--- src/rtl/col_parity_calculator.sv ---
// Column-parity datapath: folds both pages into per-column parities one column per
// cycle, then writes the result page one row per cycle. Optional port via COL_PARITY_DEBUG_EN.
module col_parity_calculator #(
    parameter int DIM = 5
) (
    input  logic                 clk_i,
    input  logic                 rst_i,
    input  logic                 start_i,
    input  logic [DIM*DIM-1:0]   cur_page_i,
    input  logic [DIM*DIM-1:0]   prev_page_i,
    output logic                 busy_o,
    output logic [DIM*DIM-1:0]   out_page_o,
`ifdef COL_PARITY_DEBUG_EN
    output logic [2*DIM-1:0]     parity_out_o,
`endif
    output logic                 finish_o
);

    localparam int W  = DIM * DIM;
    localparam int CW = $clog2(DIM);
    localparam logic [CW-1:0] LAST_CNT = CW'(DIM - 1);

    typedef enum logic [1:0] {
        IDLE,
        PARITY,
        APPLY,
        DONE
    } state_t;

    state_t            state_q, state_d;
    logic [CW-1:0]     cnt_q, cnt_d;
    logic [W-1:0]      curCopy_q, curCopy_d;
    logic [W-1:0]      prevCopy_q, prevCopy_d;
    logic [DIM-1:0]    cCur_q, cCur_d;
    logic [DIM-1:0]    cPrev_q, cPrev_d;
    logic [W-1:0]      outPage_q, outPage_d;

    logic              colCur;
    logic              colPrev;
    logic [DIM-1:0]    rowBits;

    // Parity of column cnt, and row cnt of the result, from the latched copies
    always_comb begin
        colCur  = 1'b0;
        colPrev = 1'b0;
        rowBits = '0;
        for (int y = 0; y < DIM; y++) begin
            colCur  = colCur  ^ curCopy_q[DIM*y + int'(cnt_q)];
            colPrev = colPrev ^ prevCopy_q[DIM*y + int'(cnt_q)];
        end
        for (int x = 0; x < DIM; x++) begin
            rowBits[x] = curCopy_q[DIM*int'(cnt_q) + x]
                       ^ cCur_q[(x + DIM - 1) % DIM]
                       ^ cPrev_q[(x + 1) % DIM];
        end
    end

    always_comb begin
        state_d    = state_q;
        cnt_d      = cnt_q;
        curCopy_d  = curCopy_q;
        prevCopy_d = prevCopy_q;
        cCur_d     = cCur_q;
        cPrev_d    = cPrev_q;
        outPage_d  = outPage_q;
        case (state_q)
            IDLE: begin
                if (start_i) begin
                    curCopy_d  = cur_page_i;
                    prevCopy_d = prev_page_i;
                    cnt_d      = '0;
                    state_d    = PARITY;
                end
            end
            PARITY: begin
                cCur_d[cnt_q]  = colCur;
                cPrev_d[cnt_q] = colPrev;
                if (cnt_q == LAST_CNT) begin
                    cnt_d   = '0;
                    state_d = APPLY;
                end else begin
                    cnt_d = cnt_q + 1'b1;
                end
            end
            APPLY: begin
                outPage_d[DIM*int'(cnt_q) +: DIM] = rowBits;
                if (cnt_q == LAST_CNT) begin
                    cnt_d   = '0;
                    state_d = DONE;
                end else begin
                    cnt_d = cnt_q + 1'b1;
                end
            end
            DONE: begin
                state_d = IDLE;
            end
            default: begin
                state_d = IDLE;
            end
        endcase
    end

    // Reset aborts any operation; no finish follows an abort
    always_ff @(posedge clk_i) begin
        if (rst_i) begin
            state_q    <= IDLE;
            cnt_q      <= '0;
            curCopy_q  <= '0;
            prevCopy_q <= '0;
            cCur_q     <= '0;
            cPrev_q    <= '0;
            outPage_q  <= '0;
        end else begin
            state_q    <= state_d;
            cnt_q      <= cnt_d;
            curCopy_q  <= curCopy_d;
            prevCopy_q <= prevCopy_d;
            cCur_q     <= cCur_d;
            cPrev_q    <= cPrev_d;
            outPage_q  <= outPage_d;
        end
    end

    assign busy_o     = (state_q != IDLE);
    assign finish_o   = (state_q == DONE);
    assign out_page_o = outPage_q;
`ifdef COL_PARITY_DEBUG_EN
    assign parity_out_o = {cPrev_q, cCur_q};
`endif

endmodule
--- config.mk ---
export PLATFORM = sky130hd
export DESIGN_NAME = col_parity_calculator
export DESIGN_NICKNAME = d
export VERILOG_FILES = /design/src/rtl/col_parity_calculator.sv
export SDC_FILE = /design/constraint.sdc
export NUM_CORES = 1
export LEC_CHECK = 0
export CAP_MARGIN = 20
export CORE_MARGIN = 10
export CORE_UTILIZATION = 55
export DETAILED_ROUTE_END_ITERATION = 12
export GPL_ROUTABILITY_DRIVEN = 0
export HOLD_SLACK_MARGIN = 0.08
export PLACE_DENSITY = 0.81
export SETUP_SLACK_MARGIN = 0.2
export SLEW_MARGIN = 30
export SYNTH_ARGS = -nofsm -noshare
export SYNTH_HDL_FRONTEND = slang
export SYNTH_SLANG_ARGS = --single-unit
--- constraint.sdc ---
create_clock -name clk_i -period 4.8 [get_ports clk_i]
set_clock_uncertainty 0.15 [all_clocks]
set_input_delay 0.72 -clock clk_i [delete_from_list [all_inputs] [get_ports clk_i]]
set_output_delay 0.72 -clock clk_i [all_outputs]
set_load 0.005 [all_outputs]
==> flow_summary_export.csv, run 1 <==
group,metric,value,unit
critical_path,cp_top_family,"XOR/XNOR gates",
place,dpl.hpwl,10500,um
pwr,ir_drop,0.200,mV
pwr,switching_share,41.1,%
floorplan,ios,80,
routing,drc,0,
clock_network,cts_root_buf,"clkbuf_8",
timing,rsz0062_at_grt,"false",
timing,clock.fmax,0.273,GHz
clock_network,post_cts_buffers,0,
floorplan,die_y,120,um
critical_path,crit_path_start,"cnt_q[0]",
routing,routed_wl,14100,um
grt,overflow,0,
critical_path,r2r_slack,1.13,ns
timing,fin_crit_sh,76.4,%
worst_hold_path,holdCritStartpoint,"out_page_o[14]",
grt,grt_pass1_wl,23700,um
clock_network,ctsHtreeMaxLevel,3,
cells_and_area,diodes,0,
cells_and_area,seqCellArea,1800,um^2
floorplan,die-area,14500,um^2
outcome,status,"complete, no violations",
place,placed_cells,757,
synth,synth_cells,579,
routing,ant_nets,0,
place,io_buffers,79,
cells_and_area,multiInputGateArea,3490,um^2
pwr,pwr-share-comb,48.8,%
routing,avgViaCountPerCell,5.97,
timing,min_period,3.67,ns
synth,synth_cell_types,48,
critical_path,slowest_stage,"buf_4",
grt,grt_pass1_vias,4703,
critical_path,crit_buf_inv,1,
cells_and_area,layout_common_cells,"nand2_1, dfxtp_1, clkdlybuf4s50_1",
clock_network,clk-insertion-delay-late,0.37,ns
critical_path,path_max_fanout,59,
pwr,p_leak,2.39,nW
pwr,netSwitchingPower,0.00116,W
clock_network,clk_pin_slew,0.10,ns
critical_path,end_kind,"flip-flop",
timing,finalSetupViolCount,0,
critical_path,cpPeakStageDelay,0.64,ns
pwr,clkPwrFrac,17.1,%
pwr,p_per_area,434,nW/um^2
grt,antenna_found_initial,0,
place,placed_cell_area,6320,um^2
clock_network,cts-buffers-inserted,9,
synth,synth_edf_count,0,
clock_network,cts_resized,0,
floorplan,row_count,36,
critical_path,crit_required,4.96,ns
synth,synth_ff_type,"dfxtp_1",
timing,slew_headroom,38.8,%
synth,yosysSeqAreaShare,32.6,%
floorplan,start_util,56.5,%
cells_and_area,final_common_cell,"nand2_1",
synth,ys_async_sr_fraction,0,%
clock_network,hold_buffers,0,
synth,avgSynthCellArea,9.54,um^2
timing,final_max_slew_viol_count,0,
critical_path,arrival,3.83,ns
timing,whs,0.321,ns
routing,via_count,4617,
cells_and_area,final_area,6500,um^2
grt,grt_max_degree,60,
synth,synth_fp_nets,652,
clock_network,cts_tree,"done",
pwr,p_int,0.00166,W
routing,wire_per_inst,18.3,um
run,drv_cap,0,
clock_network,clkSinkCount,90,
timing,finalSetupTns,0,ns
timing,hold_violations,0,
clock_network,cts_buffer_depth,2,
cells_and_area,syn2layout_area_growth,17.7,%
synth,synthesis.area,5520,um^2
cells_and_area,final_nets,708,
timing,tightestPinTransition,0.916,ns
grt,grt_use_total,19.8,%
pwr,seq_power_share,34.1,%
routing,drt_iter0_markers,485,
floorplan,die_w,120,um
pwr,p_total,0.00282,W
critical_path,crit_path_frequent_cell,"mux2i_1",
synth,yosys_warnings,0,
cells_and_area,nFillCells,827,
routing,firstDrtPassIters,6,
cells_and_area,fin_cells,773,
critical_path,crit_path_cell_trace,"buf_4 > ha_1 > ha_1 > a21oi_1 > xnor2_1 > mux2i_1 > mux2i_1 > xnor2_1 > mux2i_1 > nor2_1",
critical_path,worstSetupPathType,"flip-flop to flip-flop",
critical_path,setup.worst_path.start_class,"flip-flop",
floorplan,core_area,9770,um^2
cells_and_area,drive_gt1_share,10.8,%
synth,yosys_register_bits,90,
worst_hold_path,hold_path.class,"flip-flop to flip-flop",
critical_path,worstReg2RegStart,"cnt_q[0]",
==> layer usage <==
metal | vias up | global-route usage, % | wire length, um
met1 | 2177 | 23.3 | 5700
li1 | 2204 | - | -
met3 | 28 | 5.63 | 1110
met4 | 0 | 6.03 | 293
met2 | 208 | 34.4 | 7040
met5 | - | 0 | 0
==> worst register-to-register path, delay by kind of cell (launching register included) <==
family / cells / cell delay [ns]
multiplexers: 3 / 0.59
adder cells (fa/ha/maj): 2 / 0.78
AO/OA/AOI/OAI: 1 / 0.07
AND/OR/NAND/NOR: 1 / 0.11
flip-flops: 1 / 0.35
XOR/XNOR: 2 / 0.93
buffers and inverters: 1 / 0.64
==> cells by family after synthesis <==
group / count (synthesis) / synth area share, %
AOI/OAI and AO/OA: 108 / 12.0
DFF: 90 / 32.6
muxes: 88 / 26.0
and+or+nand+nor: 192 / 14.8
buffers and inverters: 49 / 4.26
adders and majority gates: 20 / 4.53
xor gates and xnor gates: 32 / 5.73
==> metrics by stage <==
step / utilization (%) / setup slack, ns
4_1_cts: 66.5 / 1.12
3_3_place_gp: 64.7 / 1.32
5_1_grt: 66.5 / 0.787
2_1_floorplan: - / 1.15
3_5_place_dp: 64.7 / 1.18
6_report: 66.5 / 1.13
==> synth_stat cells (11+ instances only) <==
cell type | n | area (um^2)
nand2_1 | 120 | 450
a21oi_1 | 65 | 325
xnor2_1 | 18 | 158
ha_1 | 20 | 250
clkbuf_1 | 22 | 82.6
mux2i_1 | 41 | 410
dfxtp_1 | 90 | 1800
xor2_1 | 11 | 96.3
mux4_2 | 35 | 788
nor2_1 | 33 | 124
a22o_1 | 15 | 131
==> registers in the layout, indices dropped and copies added, names as in the netlist <==
name and count:
cCur_q 5, cPrev_q 5, cnt_q 3, curCopy_q 25, out_page_o 25, prevCopy_q 25
state_q 2
==> power by group through the flow <==
stage | Sequential, W | Combinational, W | Clock (W)
finish | 0.000963 | 0.00138 | 0.000481
floorplan | 0.000937 | 0.00109 | 0
global placement | 0.000966 | 0.00132 | 0
detailed placement | 0.000978 | 0.00136 | 0
global route | 0.000977 | 0.00150 | 0.000521
CTS | 0.000960 | 0.00137 | 0.000492
==> path summary, 6_finish.rpt <==
check | to | cells past startpoint
setup / recovery | out_page_o[23] | 10
hold / removal | out_page_o[14] | 2
setup reg to reg | out_page_o[23] | 10
hold reg to reg | out_page_o[14] | 2
==> layout make-up <==
| cell class | instances | area share (%) |
|---|---|---|
| clock buffers | 10 | 1.96 |
| clock inverters | 6 | 0.731 |
| inverters | 8 | 0.462 |
| multi-input cells | 440 | 53.6 |
| flip-flops and latches | 90 | 27.7 |
| well taps | 133 | 2.56 |
| repair buffers | 86 | 12.9 |
Note: power is estimated with default switching activity, not from simulation.
==> run 2: changes to the inputs <==
- CORE_UTILIZATION: 55 -> 50
- PLACE_DENSITY: 0.81 -> 0.77
- clock period: 4.8 -> 3.15 ns (I/O delays scaled with it)
==> run 2 against run 1 <==
Compared with the run above: fmax rose by 28%; highest routed layer unchanged; wire length rose by 5.3%; first-iteration DRC count fell by 8.0%; register-to-register slack got worse by 0.85 ns.
==> flow_summary_export.csv, run 2 (synthesis results as in run 1) <==
group,metric,value,unit
pwr,p_int,0.00285,W
grt,overflow,0,
pwr,switching_share,39.6,%
pwr,seq_power_share,31.4,%
critical_path,crit_buf_inv,1,
cells_and_area,drive_gt1_share,17.3,%
timing,fin_crit_sh,91.1,%
grt,grt_pass1_vias,4853,
critical_path,setup.worst_path.start_class,"flip-flop",
grt,antenna_found_initial,0,
routing,firstDrtPassIters,5,
cells_and_area,fin_cells,810,
clock_network,cts_buffer_depth,2,
floorplan,die-area,15700,um^2
cells_and_area,final_common_cell,"nand2_1",
floorplan,row_count,38,
routing,drc,0,
floorplan,ios,80,
timing,tightestPinTransition,0.660,ns
critical_path,slowest_stage,"mux4_1",
worst_hold_path,hold_path.class,"primary input to flip-flop",
routing,routed_wl,14900,um
clock_network,cts_tree,"done",
floorplan,core_area,10800,um^2
routing,wire_per_inst,18.4,um
place,dpl.hpwl,10900,um
floorplan,die_w,125,um
cells_and_area,diodes,0,
clock_network,clk_pin_slew,0.10,ns
routing,ant_nets,0,
run,drv_cap,0,
place,io_buffers,79,
place,placed_cells,781,
timing,min_period,2.87,ns
clock_network,cts_root_buf,"clkbuf_8",
pwr,pwr-share-comb,51.1,%
grt,grt_max_degree,66,
floorplan,die_y,125,um
timing,clock.fmax,0.348,GHz
clock_network,cts-buffers-inserted,9,
critical_path,arrival,3.03,ns
critical_path,cp_top_family,"multiplexers",
critical_path,r2r_slack,0.28,ns
routing,drt_iter0_markers,446,
critical_path,r2r_cells,7,
pwr,clkPwrFrac,17.4,%
routing,avgViaCountPerCell,6.04,
critical_path,worstReg2RegStart,"cnt_q[0]",
clock_network,hold_buffers,0,
routing,via_count,4889,
clock_network,clk-insertion-delay-late,0.37,ns
critical_path,crit_end,"cCur_q[4]",
timing,finalSetupViolCount,0,
cells_and_area,layout_common_cells,"nand2_1, dfxtp_1, clkdlybuf4s50_1",
clock_network,ctsHtreeMaxLevel,3,
critical_path,r2r_end,"cCur_q[4]",
timing,finalSetupTns,0,ns
clock_network,clkSinkCount,90,
pwr,ir_drop,0.371,mV
pwr,p_leak,2.57,nW
timing,final_max_slew_viol_count,0,
critical_path,cpPeakStageDelay,0.60,ns
cells_and_area,syn2layout_area_growth,25.4,%
critical_path,path_max_fanout,16,
critical_path,crit_path_cell_trace,"buf_12 > mux4_1 > mux4_2 > xor3_1 > xnor2_2 > mux2i_1 > nor2_1",
pwr,p_per_area,681,nW/um^2
grt,grt_use_total,18.2,%
pwr,netSwitchingPower,0.00187,W
timing,rsz0062_at_grt,"true",
critical_path,cp.depth,7,
critical_path,crit_path_start,"cnt_q[0]",
timing,hold_violations,0,
critical_path,end_kind,"flip-flop",
timing,slew_headroom,56.0,%
grt,grt_pass1_wl,24200,um
critical_path,worstSetupPathType,"flip-flop to flip-flop",
critical_path,crit_required,3.31,ns
outcome,status,"complete, no violations",
floorplan,start_util,51.0,%
cells_and_area,final_nets,738,
## run 2: layer usage
metal | vias to the layer above | track usage, % | part of all wire, %
met5 | - | 0 | 0
met4 | 0 | 7.18 | 3.0
met3 | 43 | 5.58 | 8.9
met2 | 241 | 30.7 | 49
met1 | 2342 | 21.0 | 40
li1 | 2263 | - | -
## run 2: what timing repair did
item / in CTS / in global routing
gates resized for setup: 2 / 11
setup endpoints to repair: 9 / 25
setup buffers: 0 / 12
gates cloned: 0 / 1
pin swaps: 1 / 2
## run 2: metrics by stage
stage | area, um^2 | power (W) | setup slack, ns | utilization [%] | hold WS, ns
after floorplan | 5610 | 0.00315 | 0.205 | - | 0.286
after global placement | 6530 | 0.00361 | 0.279 | 60.3 | 0.300
after detailed placement | 6530 | 0.00370 | 0.210 | 60.3 | 0.309
after CTS | 6740 | 0.00451 | 0.211 | 62.2 | 0.301
after global routing | 6930 | 0.00498 | 0.183 | 63.9 | 0.324
final | 6930 | 0.00472 | 0.280 | 63.9 | 0.306
## run 2: power groups by stage
| stage | clock [W] | combinational [W] | sequential [W] |
|---|---|---|---|
| after floorplan | 0 | 0.00172 | 0.00143 |
| after global placement | 0 | 0.00213 | 0.00148 |
| after detailed placement | 0 | 0.00220 | 0.00150 |
| after CTS | 0.000836 | 0.00221 | 0.00147 |
| after global routing | 0.000886 | 0.00259 | 0.00150 |
| final | 0.000823 | 0.00241 | 0.00148 |
## run 2: worst min-delay path by stage
stage / end / from / slack, ns / cells after the start
floorplan: prevCopy_q[24] / prevCopy_q[24] / 0.29 / 2
global placement: out_page_o[14] / out_page_o[14] / 0.30 / 2
detailed placement: out_page_o[13] / out_page_o[13] / 0.31 / 1
CTS: out_page_o[23] / rst_i / 0.30 / 2
global route: out_page_o[4] / rst_i / 0.32 / 2
finish: out_page_o[23] / rst_i / 0.31 / 2
## run 2: layout make-up
cell class	instances	area, um^2
clock buffers	10	128
clock inverters	6	72.6
fillers	863	3910
inverters	8	33.8
multi-input cells	440	3580
flip-flops and latches	90	1810
well taps	140	175
repair buffers	116	1120
